[src/rtl/fetch_stage.sv]
// ============================================================================
// Module      : fetch_stage
// Description : Instruction fetch and IF/ID producer with interrupt entry and
//               return. Optional FETCH_IRQ_CNT_EN adds a saturating take count.
// Revision    : 1.0 - initial release
// ============================================================================
`default_nettype none

module fetch_stage #(
  parameter logic [31:0] RESET_PC = 32'h0000_0000,
  parameter logic [31:0] ISR_VEC  = 32'h0000_0100,
  parameter logic [31:0] NOP_INST = 32'h0000_0013
) (
  input  logic        clk,
  input  logic        rst_n,
  input  logic        stall_mem,
  input  logic        hazard,
  input  logic        flush,
  input  logic [31:0] branch_target,
  input  logic        rti_ex,
  input  logic        interrupt_branch_alert,
  input  logic        irq,
  output logic [31:0] imem_addr,
  input  logic [31:0] imem_rdata,
  output logic [31:0] instruction,
  output logic [31:0] curr_pc,
  output logic [31:0] next_pc,
  output logic        in_isr,
  output logic [31:0] epc
`ifdef FETCH_IRQ_CNT_EN
  ,
  output logic [15:0] irq_count
`endif
);

  typedef enum logic [0:0] {
    S_IDLE = 1'b0,
    S_ISR  = 1'b1
  } state_t;

  state_t      r_state;
  state_t      w_state_nxt;
  logic        w_take;
  logic        w_rti;
  logic [31:0] r_pc;
  logic [31:0] w_pc_plus4;
  logic [31:0] r_instruction;
  logic [31:0] r_curr_pc;
  logic [31:0] r_next_pc;
  logic [31:0] r_epc;
  logic        r_alert_d;
  logic        r_irq_pending;

  assign w_pc_plus4 = r_pc + 32'd4;

  // Interrupts wait until no control transfer sits in ID (alert) or EX (alert_d).
  always_comb begin
    w_state_nxt = r_state;
    w_take = (r_state == S_IDLE) && r_irq_pending && !interrupt_branch_alert &&
             !r_alert_d && !stall_mem && !flush && !hazard;
    w_rti  = (r_state == S_ISR) && rti_ex && !stall_mem && !flush;
    if (w_take) begin
      w_state_nxt = S_ISR;
    end else if (w_rti) begin
      w_state_nxt = S_IDLE;
    end
  end

  always_ff @(posedge clk) begin
    if (!rst_n) begin
      r_state <= S_IDLE;
    end else begin
      r_state <= w_state_nxt;
    end
  end

  always_ff @(posedge clk) begin
    if (!rst_n) begin
      r_alert_d     <= 1'b0;
      r_irq_pending <= 1'b0;
    end else begin
      r_alert_d <= interrupt_branch_alert;
      if (irq) begin
        r_irq_pending <= 1'b1;
      end else if (w_take) begin
        r_irq_pending <= 1'b0;
      end
    end
  end

  always_ff @(posedge clk) begin
    if (!rst_n) begin
      r_pc          <= RESET_PC;
      r_instruction <= NOP_INST;
      r_curr_pc     <= 32'd0;
      r_next_pc     <= 32'd0;
      r_epc         <= 32'd0;
    end else if (!stall_mem) begin
      if (flush) begin
        r_pc          <= branch_target;
        r_instruction <= NOP_INST;
        r_curr_pc     <= 32'd0;
        r_next_pc     <= 32'd0;
      end else if (w_rti) begin
        r_pc          <= r_epc;
        r_instruction <= NOP_INST;
        r_curr_pc     <= 32'd0;
        r_next_pc     <= 32'd0;
      end else if (w_take) begin
        // The instruction at r_pc is abandoned and replayed after return.
        r_epc         <= r_pc;
        r_pc          <= ISR_VEC;
        r_instruction <= NOP_INST;
        r_curr_pc     <= 32'd0;
        r_next_pc     <= 32'd0;
      end else if (!hazard) begin
        r_pc          <= w_pc_plus4;
        r_instruction <= imem_rdata;
        r_curr_pc     <= r_pc;
        r_next_pc     <= w_pc_plus4;
      end
    end
  end

`ifdef FETCH_IRQ_CNT_EN
  logic [15:0] r_irq_count;

  always_ff @(posedge clk) begin
    if (!rst_n) begin
      r_irq_count <= 16'd0;
    end else if (w_take && (r_irq_count != 16'hFFFF)) begin
      r_irq_count <= r_irq_count + 16'd1;
    end
  end

  assign irq_count = r_irq_count;
`endif

  assign imem_addr   = r_pc;
  assign instruction = r_instruction;
  assign curr_pc     = r_curr_pc;
  assign next_pc     = r_next_pc;
  assign epc         = r_epc;
  assign in_isr      = (r_state == S_ISR);

endmodule

`default_nettype wire

[config.mk]
export PLATFORM = sky130hd
export DESIGN_NAME = fetch_stage
export DESIGN_NICKNAME = d
export VERILOG_FILES = /design/src/rtl/fetch_stage.sv
export SDC_FILE = /design/constraint.sdc
export NUM_CORES = 1
export LEC_CHECK = 0
export BUFFER_PORTS_ARGS = -buffer_cell sky130_fd_sc_hd__buf_2
export CORE_UTILIZATION = 32
export CTS_CLUSTER_DIAMETER = 200
export DETAILED_ROUTE_END_ITERATION = 7
export SLEW_MARGIN = 20
export SYNTH_ARGS = -nofsm -noshare
export SYNTH_HDL_FRONTEND = slang
export SYNTH_SLANG_ARGS = --single-unit
[constraint.sdc]
create_clock -name clk -period 2.4 [get_ports clk]
set_input_delay 0.24 -clock clk [delete_from_list [all_inputs] [get_ports clk]]
set_output_delay 0.24 -clock clk [all_outputs]
set_load 0.01 [all_outputs]
==> results list <==
- The flow ran to the end, and the final reports show no timing, DRC or antenna violations.
- Counting instances, the worst hold path has a depth of 3.
* Top_reg_cell synth: sky130_fd_sc_hd__dfxtp_1
* Initial antenna violation count: 1
- Using the TritonRoute via totals, the vias-per-cell ratio works out to 5.30.
- Quantity of hold-fixing buffers added after cts: 0
- Critical path required time: 2.71 ns
- Launching point of the worst reg2reg path: imem_addr[3]
* Initial core utilization: between 30 and 40%
* Max stage delay on crit path: 0.44 ns
- Count of state elements after synthesis: about 160
- EDFF count, synth: 0
* Worst hold-check path type: in2reg
- Walking the worst path, the cells encountered are ha_1 -> nand4_2 -> nor3_1 -> nand4_1 -> and4_1 -> or3_1.
- Tcrit/Tclk final: between 90% and 100%
- Number of library cell types mapped by synthesis: between 60 and 70
- The floorplan step defined a core boundary enclosing roughly 21000 µm².
* Sum of internal, switching and leakage power: 6.64 mW
- Die extent in x: approximately 150 µm
- Netlist Area Pre-Place: just under 7000 µm²
- The clock reaches the later pin of the worst-skew pair after about 0.43 ns.
* Fin nets: approximately 1100
* Remaining global-route overflow: 0
- Maximum clock frequency: roughly 440 MHz
- Fill cells in the final layout number about 2100.
- Type of element launching the critical path: flip-flop
* Leak: 3.87 nW
- Including well taps, the total number of placed cells is approximately 1300.
- Number of design-rule violations left by the first detailed-router iteration: 438
- After layout, the worst setup slack is around 0.14 ns.
* Post-CTS setup-driven buffer insertion count: 0
- Total count of hold-check failures in the final report: 0
- For this run, the number of Yosys warnings is 0.
- Sequential elements use between 40 and 50% of the synthesized area.
- Estimated wirelength of the detail-placed design: approximately 17 mm
- The number of global-route vias before repair was 6460.
- The worst hold path begins at irq.
* Number of sinks handled by clock tree synthesis: 161
- For this run, asynchronously set or reset flops after synthesis account for 0%.
* Total count of max-transition violations in the final report: 0
* Synthesized netlist net count: around 880
- Number of standard cells after synthesis: about 810
- Clock skew on the completed layout was measured at between 0.006 and 0.007 ns.
- TritonCTS built the clock tree.
- From bottom edge to top edge, the die measures approximately 150 µm.
- For this design the ratio of total power to cell area is 727 nW/µm².
- For this design the top-level I/O count stands at 233.
- The first global-routing pass estimated roughly 37 mm of wire.
- From synthesis to final layout, the design area changed by 33.4%.
* Total number of cells along the worst setup path: 6
- Die footprint: ~22000 µm²
* Count of instances resized after the clock tree is built: 0
- Adding up every negative setup slack in the final design gives 0 ns.
- On the critical path, the stage with the largest delay is an instance of sky130_fd_sc_hd__dfxtp_1.
* Max Buffers Root-to-Sink: 2
* Headroom to the max-slew limit: 60.7%
- Summing the areas of all fa, ha and maj instances in the mapped netlist gives 0.183% of the synthesized area.
- Dominant combinational cell family by area after synthesis: compound AO/OA/AOI/OAI gates
- Library cell used as clock root buffer: sky130_fd_sc_hd__clkbuf_16
- For the finished layout, the period the worst path requires is roughly 2.3 ns.
- In this run the remaining antenna-violating nets after routing total 0.
* Worst Max-Slew Pin Slew: roughly 0.59 ns
- Final design utilization: between 40% and 50%
* Average cell area after synthesis: around 8.5 µm²
* Antenna diode count: 0
- Setup repair after global routing left no endpoint under its margin.
* Final setup violating endpoints: 0
- Max-capacitance violation count: 0
- The synthesized netlist devotes about 23% of its cell area to compound gates.
* Simple-gate area share of the yosys netlist: 20.9%
* Overall Global Routing Usage: between 20 and 25%
* Commonest cells after routing, fill and taps aside: sky130_fd_sc_hd__buf_2 (232), sky130_fd_sc_hd__dfxtp_1 (161), sky130_fd_sc_hd__nand2_1 (106)
* Start-to-end type of the worst setup path: reg2reg
- Clock-pin slew was measured on the worst setup and hold paths at about 0.06 ns.
- For this run, design rule violations remaining after detail routing come to 0.
- Highest net fanout along the worst path: 7
* Rows: 53
- Critical path's top delay family: simple AND/OR/NAND/NOR gates
* Leading cell type in the layout, fill and taps excluded: sky130_fd_sc_hd__buf_2
- TritonCTS created 17 clock buffers.
* Synthesized-area fraction occupied by xor and xnor cells: 3.07%
- For this block, the routed nets add up to ~24 mm of wire.
- After detailed routing, the average wire length per cell comes to 18.1 µm.
- Placer Congestion: roughly 0.8
- Count of non-filler cells in the finished layout: ~1300
- Layout cell share with drive strength beyond 1: about a third
- The worst register-to-register path has a depth of 6.
- Worst Setup End Kind: flip-flop
- In the synthesized netlist, mux cells make up 0.329% of the area.
- Prior to clock tree synthesis, the placed netlist has a worst setup slack of between 0.15 and 0.2 ns.
- VDD sags by at most 0.402 mV.
- Number of buffers added on ports: roughly 230
- The routed layout has around 6900 vias.
- Detailed Routing Iterations Pass 1: 5
* H-tree level count: 4
* Critical path buffers and inverters: 0
- Pin count of the biggest net entering global routing: 50
- In this run the worst setup path begins at imem_addr[3].
- Critical path data arrival time: approximately 2.6 ns
[per-layer routing]
metal,GRT usage (%),wire [µm]
met4,6.86,347
met1,29.1,10700
met5,0,13
met2,33.9,10800
met3,5.03,1850
[worst min-delay path, cell delays in order]
cell and delay, ns:
sky130_fd_sc_hd__buf_2 0.08, sky130_fd_sc_hd__a21oi_1 0.03, sky130_fd_sc_hd__nor2_1 0.07
[flip-flops by register name, indices dropped and copies added, names as in the netlist]
signal	count
in_isr	1
r_alert_d	1
imem_addr	32
epc	32
curr_pc	32
instruction	32
r_irq_pending	1
next_pc	30
[cell families after synthesis]
family / Yosys count
buffers and inverters: 90
multiplexers: 2
AND/OR/NAND/NOR: 296
flip-flops: 161
AO/OA/AOI/OAI: 234
adder cells (fa/ha/maj): 1
XOR/XNOR: 24
[per-stage QoR]
step | area (µm²) | hold slack, ns
5_1_grt | 9140 | 0.0313
4_1_cts | 9140 | 0.0130
3_3_place_gp | 8450 | 0.435
2_1_floorplan | 6850 | 0.357
3_5_place_dp | 8450 | 0.438
6_report | 9140 | 0.0279
[power by group]
| group | internal [mW] | switching, mW | total [mW] | leakage (nW) |
|---|---|---|---|---|
| Clock | 2.11 | 1.12 | 3.23 | 0.338 |
| Combinational | 0.236 | 0.377 | 0.613 | 2.22 |
| Sequential | 2.74 | 0.0622 | 2.80 | 1.30 |
[final cells by class]
type | count | area [µm²] | area share, %
multi-input combinational | 557 | 3300 | 36.1
sequential | 161 | 3220 | 35.3
timing repair buffer | 278 | 1560 | 17.0
clock buffer | 22 | 464 | 5.08
tap | 275 | 344 | 3.76
clock inverter | 10 | 229 | 2.51
inverter | 6 | 25.0 | 0.274
[Yosys cell counts, types with 5 or more instances]
master                     instances  area [µm²]
sky130_fd_sc_hd__a21oi_1          59         295
sky130_fd_sc_hd__a221o_1           5        50.1
sky130_fd_sc_hd__a222oi_1          5        50.1
sky130_fd_sc_hd__a22oi_1          81         608
sky130_fd_sc_hd__and3_1            5        31.3
sky130_fd_sc_hd__and4_1            6        52.6
sky130_fd_sc_hd__buf_1             9        33.8
sky130_fd_sc_hd__buf_2            25         125
sky130_fd_sc_hd__clkbuf_1         48         180
sky130_fd_sc_hd__dfxtp_1         161        3220
sky130_fd_sc_hd__inv_1             5        18.8
sky130_fd_sc_hd__nand2_1         106         398
sky130_fd_sc_hd__nand3_1          36         180
sky130_fd_sc_hd__nand4_1          10        62.6
sky130_fd_sc_hd__nor2_1           84         315
sky130_fd_sc_hd__nor3_1           13        65.1
sky130_fd_sc_hd__o21ai_0          15        75.1
sky130_fd_sc_hd__o21ai_1          17        85.1
sky130_fd_sc_hd__o22ai_1          12        75.1
sky130_fd_sc_hd__o31a_1            5        43.8
sky130_fd_sc_hd__or3_1             7        43.8
sky130_fd_sc_hd__xnor2_1           9        78.8
sky130_fd_sc_hd__xor2_1           15         131
[worst paths after layout]
kind / to / slack (ns)
hold reg to reg: next_pc[25] / 0.45
hold / removal: r_irq_pending / 0.03
setup / recovery: imem_addr[30] / 0.14
setup reg to reg: imem_addr[30] / 0.14
(Power assumes the default switching activity.)
